===== config.mk =====
export PLATFORM = sky130hd
export DESIGN_NAME = midori_sbox_seq
export DESIGN_NICKNAME = d
export VERILOG_FILES = /design/src/rtl/midori_sbox_seq.sv
export SDC_FILE = /design/constraint.sdc
export NUM_CORES = 1
export LEC_CHECK = 0
export ABC_AREA = 0
export ABC_CLOCK_PERIOD_IN_PS = 19200
export CAP_MARGIN = 10
export CELL_PAD_IN_SITES_DETAIL_PLACEMENT = 0
export CELL_PAD_IN_SITES_GLOBAL_PLACEMENT = 1
export CORE_UTILIZATION = 43
export DETAILED_ROUTE_END_ITERATION = 8
export PLACE_DENSITY_LB_ADDON = 0.1
export SLEW_MARGIN = 5
export SYNTH_ARGS = -nofsm -noshare
export SYNTH_HDL_FRONTEND = slang
export SYNTH_SLANG_ARGS = --single-unit

===== constraint.sdc =====
create_clock -name clk -period 19.2 [get_ports clk]
set_input_delay 3.84 -clock clk [delete_from_list [all_inputs] [get_ports clk]]
set_output_delay 3.84 -clock clk [all_outputs]
set_load 0.02 [all_outputs]

===== src/rtl/midori_sbox_seq.sv =====
// Nibble-serial sequencer feeding a three-share masked Midori S-box with a LATENCY-cycle pipeline.
// Define MIDORI_SEQ_UNMASK_EN to add plain_o, the registered XOR of the three result shares.
module midori_sbox_seq #(
    parameter int          LATENCY = 3,
    parameter logic [44:0] SEED    = 45'h1F0E_D3C2_B1A9
) (
    input  logic        clk,
    input  logic        rst_i,
    input  logic        start_i,
    input  logic [63:0] state1_i,
    input  logic [63:0] state2_i,
    input  logic [63:0] state3_i,
    output logic        busy_o,
    output logic        done_o,
    output logic [63:0] state1_o,
    output logic [63:0] state2_o,
    output logic [63:0] state3_o,
    output logic [3:0]  sb_in1_o,
    output logic [3:0]  sb_in2_o,
    output logic [3:0]  sb_in3_o,
    output logic [44:0] sb_r_o,
    output logic [5:0]  sb_rs_o,
    input  logic [5:0]  sb_rs_i,
    input  logic [3:0]  sb_out1_i,
    input  logic [3:0]  sb_out2_i,
    input  logic [3:0]  sb_out3_i
`ifdef MIDORI_SEQ_UNMASK_EN
    ,
    output logic [63:0] plain_o
`endif
);

    localparam int CW = ($clog2(LATENCY) > 4) ? $clog2(LATENCY) : 4;

    typedef enum logic [1:0] {IDLE, FEED, DRAIN} state_t;

    state_t          state_q, state_d;
    logic [CW-1:0]   cnt_q;
    logic            done_d;
    logic [3:0]      nib;
    logic            feed;
    logic [63:0]     sh1_q, sh2_q, sh3_q;
    logic [59:0]     acc1_q, acc2_q, acc3_q;
    logic [LATENCY-1:0] vld_p;
    logic [3:0]      idx_p [LATENCY];
    logic            cap, last;
    logic [44:0]     lfsr_q;

    function automatic logic [44:0] lfsr_step(input logic [44:0] s);
        return {s[43:0], s[44] ^ s[3] ^ s[2] ^ s[0]};
    endfunction

    always_ff @(posedge clk or posedge rst_i) begin
        if (rst_i) begin
            state_q <= IDLE;
            cnt_q   <= '0;
            done_o  <= 1'b0;
        end else begin
            state_q <= state_d;
            done_o  <= done_d;
            cnt_q   <= (state_d != state_q || state_q == IDLE) ? '0 : cnt_q + CW'(1);
        end
    end

    // The completion cycle is not a start slot: a held start_i gives layers 21 cycles apart.
    always_comb begin
        state_d = state_q;
        done_d  = 1'b0;
        case (state_q)
            IDLE:  if (start_i && !done_o) state_d = FEED;
            FEED:  if (cnt_q == CW'(15)) state_d = DRAIN;
            DRAIN: begin
                if (cnt_q == CW'(LATENCY - 1)) begin
                    state_d = IDLE;
                    done_d  = 1'b1;
                end
            end
            default: state_d = IDLE;
        endcase
    end

    assign busy_o = (state_q != IDLE);
    assign feed   = (state_q == FEED);
    assign nib    = cnt_q[3:0];

    always_ff @(posedge clk) begin
        if (state_q == IDLE && state_d == FEED) begin
            sh1_q <= state1_i;
            sh2_q <= state2_i;
            sh3_q <= state3_i;
        end
    end

    assign sb_in1_o = feed ? sh1_q[{nib, 2'b00} +: 4] : 4'h0;
    assign sb_in2_o = feed ? sh2_q[{nib, 2'b00} +: 4] : 4'h0;
    assign sb_in3_o = feed ? sh3_q[{nib, 2'b00} +: 4] : 4'h0;

    always_comb begin
        sb_rs_o = 6'h00;
        if (feed && cnt_q == '0)
            sb_rs_o = lfsr_q[5:0] ^ lfsr_q[44:39];
        else if (busy_o)
            sb_rs_o = sb_rs_i;
    end

    always_ff @(posedge clk or posedge rst_i) begin
        if (rst_i)
            lfsr_q <= SEED;
        else if (busy_o)
            lfsr_q <= lfsr_step(lfsr_q);
    end

    assign sb_r_o = lfsr_q;

    // Valid/index delay line matching the S-box latency
    always_ff @(posedge clk or posedge rst_i) begin
        if (rst_i) begin
            vld_p <= '0;
        end else begin
            vld_p[0] <= feed;
            for (int i = 1; i < LATENCY; i++)
                vld_p[i] <= vld_p[i-1];
        end
    end

    always_ff @(posedge clk) begin
        idx_p[0] <= nib;
        for (int i = 1; i < LATENCY; i++)
            idx_p[i] <= idx_p[i-1];
    end

    assign cap  = vld_p[LATENCY-1];
    assign last = cap && (idx_p[LATENCY-1] == 4'hF);

    // Nibbles 0..14 collect here; nibble 15 goes straight into the published result.
    always_ff @(posedge clk) begin
        if (cap && !last) begin
            acc1_q[{idx_p[LATENCY-1], 2'b00} +: 4] <= sb_out1_i;
            acc2_q[{idx_p[LATENCY-1], 2'b00} +: 4] <= sb_out2_i;
            acc3_q[{idx_p[LATENCY-1], 2'b00} +: 4] <= sb_out3_i;
        end
    end

    always_ff @(posedge clk or posedge rst_i) begin
        if (rst_i) begin
            state1_o <= '0;
            state2_o <= '0;
            state3_o <= '0;
        end else if (last) begin
            state1_o <= {sb_out1_i, acc1_q};
            state2_o <= {sb_out2_i, acc2_q};
            state3_o <= {sb_out3_i, acc3_q};
        end
    end

`ifdef MIDORI_SEQ_UNMASK_EN
    always_ff @(posedge clk or posedge rst_i) begin
        if (rst_i)
            plain_o <= '0;
        else if (last)
            plain_o <= {sb_out1_i, acc1_q} ^ {sb_out2_i, acc2_q} ^ {sb_out3_i, acc3_q};
    end
`endif

endmodule

==> load_flow_metrics.sql <==
INSERT INTO impl_metrics (metric_group, metric, value, unit) VALUES
('setup_path', 'r2r_setup_slk', '15.37', 'ns'),
('clocking', 'cts_post_setup_buffers_inserted', '0', ''),
('min_path', 'hold_class', 'flip-flop to flip-flop', ''),
('setup_path', 'r2r-end', 'acc3_q[45]$_DFFE_PP_', ''),
('synthesis', 'async_flop_share', '0.391', ''),
('layout', 'flow.area_growth_from_synthesis', '31.8', '%'),
('clocking', 'cts_tree', 'yes', ''),
('sta', 'setup_total_negative_slack', '0', 'ns'),
('min_path', 'hold_path_startpoint', 'idx_p[0][6]$_DFF_P_', ''),
('synthesis', 'synth_top_cell_area_share', '0.468', ''),
('status', 'outcome', 'completed', ''),
('power_and_ir_drop', 'vdd_drop_max', '0.103', 'mV'),
('routing', 'route.detailed.vias_per_inst', '4.98', ''),
('power_and_ir_drop', 'power_density', '146', 'nW/um^2'),
('routing', 'detail_route.wirelength', '60700', 'um'),
('die', 'io-pin-count', '470', ''),
('sta', 'final.hold.worst_slack', '0.321', 'ns'),
('routing', 'drc', '0', ''),
('min_path', 'instance_count_along_the_most_critical_hold_path', '0', ''),
('placement', 'placed_cell_area', '29300', 'sq um'),
('flow_run', 'max_cap_violation_count', '0', ''),
('sta', 'setup_viol', '0', ''),
('die', 'core_region_area', '54300', 'sq um'),
('placement', 'pre_cts_slack', '10.23', 'ns'),
('sta', 'final.setup_skew', '0.0184', 'ns'),
('clocking', 'clk-insertion-delay-late', '0.59', 'ns'),
('die', 'die-height', '238', 'um'),
('global_route', 'antenna_found_initial', '10', ''),
('clocking', 'cts_htree_levels', '3', ''),
('setup_path', 'crit_path_start', 'sb_rs_i[4]', ''),
('global_route', 'first_global_vias', '14100', ''),
('synthesis', 'main_combinational_cell_family_by_area_after_synthesis', 'multiplexers', ''),
('setup_path', 'crit-reg2reg-launch', 'idx_p[0][8]$_DFF_P_', ''),
('synthesis', 'post_synth_num_cell_types', '46', ''),
('synthesis', 'synth_warnings', '0', ''),
('synthesis', 'synth_enable_flop_cells', '372', ''),
('synthesis', 'synth_simple_gate_area_frac', '0.0810', ''),
('routing', 'route.vias.total', '13500', ''),
('sta', 'max_clock_freq', '111', 'MHz'),
('synthesis', 'post_synth_fa_ha_maj_area_fraction', '0.00367', ''),
('min_path', 'whs_endpoint', 'idx_p[0][10]$_DFF_P_', ''),
('die', 'die_w', '238', 'um'),
('setup_path', 'critPathArrivalTime', '5.13', 'ns'),
('power_and_ir_drop', 'leakage', '0.0122', 'uW'),
('die', 'design.die.area', '56500', 'sq um'),
('setup_path', 'worst-r2r-cell-count', '6', ''),
('sta', 'final_period_minus_worst_setup_slack', '8.97', 'ns'),
('routing', 'post_route_ant_nets', '0', ''),
('clocking', 'cts-root-buf', 'sky130_fd_sc_hd__clkbuf_16', ''),
('setup_path', 'worst_setup_path_end_kind', 'primary output', ''),
('clocking', 'clock_tree.buffer_depth', '3', ''),
('die', 'rows', '85', ''),
('setup_path', 'worstPathRequired', '15.36', 'ns'),
('sta', 'final_critical_path_setup_slack', '10.23', 'ns'),
('die', 'initial_core_util', '0.439', ''),
('setup_path', 'cp_max_fo', '1', ''),
('sta', 'period_share', '0.467', ''),
('synthesis', 'synth.area.mux_share', '0.143', ''),
('clocking', 'cts_resized', '0', ''),
('synthesis', 'compound_cell_area_share_of_the_yosys_netlist', '0.0125', ''),
('clocking', 'clock_sinks', '631', ''),
('placement', 'hpwl', '41900', 'um'),
('synthesis', 'synth_sequential_area_ratio', '0.738', ''),
('clocking', 'cts_made_buffers', '68', ''),
('synthesis', 'synth_xor_area_frac', '0.00477', ''),
('sta', 'hold_violations', '0', ''),
('synthesis', 'netlist_instances', '1453', ''),
('synthesis', 'dominantRegCellSynth', 'sky130_fd_sc_hd__edfxtp_1', ''),
('sta', 'drv_slew', '0', ''),
('setup_path', 'startpoint_type', 'input pin', ''),
('sta', 'rsz_0062_raised_after_global_routing', 'false', '');
-- state kept, by name, indices dropped and copies added, names as in the netlist --
signal,count
sh1_q,64
sh2_q,64
sh3_q,64
state1_o,64
state2_o,64
state3_o,64
acc1_q,60
acc2_q,60
acc3_q,60
sb_r_o,45
idx_p,12
cnt_q,4
vld_p,3
state_q,2
done_o,1
-- synth_stat cells, types with 3 or more instances --
library cell	n
sky130_fd_sc_hd__nor2b_1	5
sky130_fd_sc_hd__buf_2	33
sky130_fd_sc_hd__nand3_1	6
sky130_fd_sc_hd__buf_1	3
sky130_fd_sc_hd__nand2b_1	3
sky130_fd_sc_hd__clkbuf_1	40
sky130_fd_sc_hd__clkbuf_2	3
sky130_fd_sc_hd__dfxtp_1	12
sky130_fd_sc_hd__dfstp_2	24
sky130_fd_sc_hd__inv_1	8
sky130_fd_sc_hd__mux2i_1	18
sky130_fd_sc_hd__a22oi_1	14
sky130_fd_sc_hd__nand2_1	163
sky130_fd_sc_hd__xnor2_1	11
sky130_fd_sc_hd__nor2_1	94
sky130_fd_sc_hd__mux4_2	48
sky130_fd_sc_hd__edfxtp_1	372
sky130_fd_sc_hd__nor3_1	6
sky130_fd_sc_hd__or2_2	3
sky130_fd_sc_hd__and2_1	115
sky130_fd_sc_hd__o21ai_0	16
sky130_fd_sc_hd__mux2_2	192
sky130_fd_sc_hd__and3_1	5
sky130_fd_sc_hd__ha_1	7
sky130_fd_sc_hd__a21oi_1	3
sky130_fd_sc_hd__dfrtp_1	223
-- critical path: stages --
cell and delay, ns:
sky130_fd_sc_hd__clkdlybuf4s50_1 0.45, sky130_fd_sc_hd__nand2_1 0.06, sky130_fd_sc_hd__mux2i_1 0.14, sky130_fd_sc_hd__clkdlybuf4s50_1 0.64
-- how the worst max path moves through the flow --
stage / end / cells past startpoint
finish: sb_rs_o[4] / 4
global route: sb_rs_o[4] / 4
CTS: sb_rs_o[4] / 4
detailed placement: sb_rs_o[4] / 4
global placement: sb_rs_o[3] / 4
floorplan: sh1_q[0]$_DFFE_PP_ / 1
-- logic make-up after synthesis --
logic type      count (synthesis)
buf+inv                        90
simple gates                  410
xor+xnor                       13
fa+ha+maj                       7
compound gates                 44
mux                           258
flops                         631
-- per-layer routing --
layer | part of all wire | track usage
met4 | 0.021 | 0.0596
met3 | 0.069 | 0.0635
met5 | 0.0015 | 0
met1 | 0.40 | 0.276
met2 | 0.51 | 0.366
-- power by group --
part           switching, uW  total, uW  internal, uW  leakage [uW]
sequential               158       1920          1760       0.00674
combinational            754       1390           635       0.00443
clock                    525       1280           754       0.00106
-- cell usage in the layout (no fill, tap or decap), drive strengths merged, types with 2 or more instances in the layout --
cell type,instances
nor4,2
o21a,2
or2,4
xnor2,11
nor2b,5
nor3b,2
mux2,192
nand2,164
bufinv,6
clkbuf,89
and2,115
and3,5
o21ai,17
dfrtp,223
edfxtp,372
dfxtp,12
buf,14
clkdlybuf4s50,469
xor2,2
ha,7
or3b,2
a21oi,3
nand3,6
mux4,48
nor3,6
nor2,94
dfstp,24
clkinv,23
a22oi,14
inv,11
diode,4
mux2i,18
clkinvlp,3
a31oi,2
nand2b,3
-- through the flow --
step | std cells | power (uW)
3_3_place_gp | 2594 | 3340
2_1_floorplan | 1453 | 2740
6_report | 2721 | 4590
5_1_grt | 2718 | 4800
3_5_place_dp | 2594 | 3360
4_1_cts | 2716 | 4650
-- final cells by class --
class,count,area [sq um]
fillers,4300,22900
flip-flops and latches,631,17600
multi-input cells,732,5870
repair buffers,484,4820
clock buffers,88,1830
well taps,739,925
clock inverters,34,333
inverters,9,41.3
diodes,4,10.0
No activity file was read; power rests on OpenSTA's default activity.
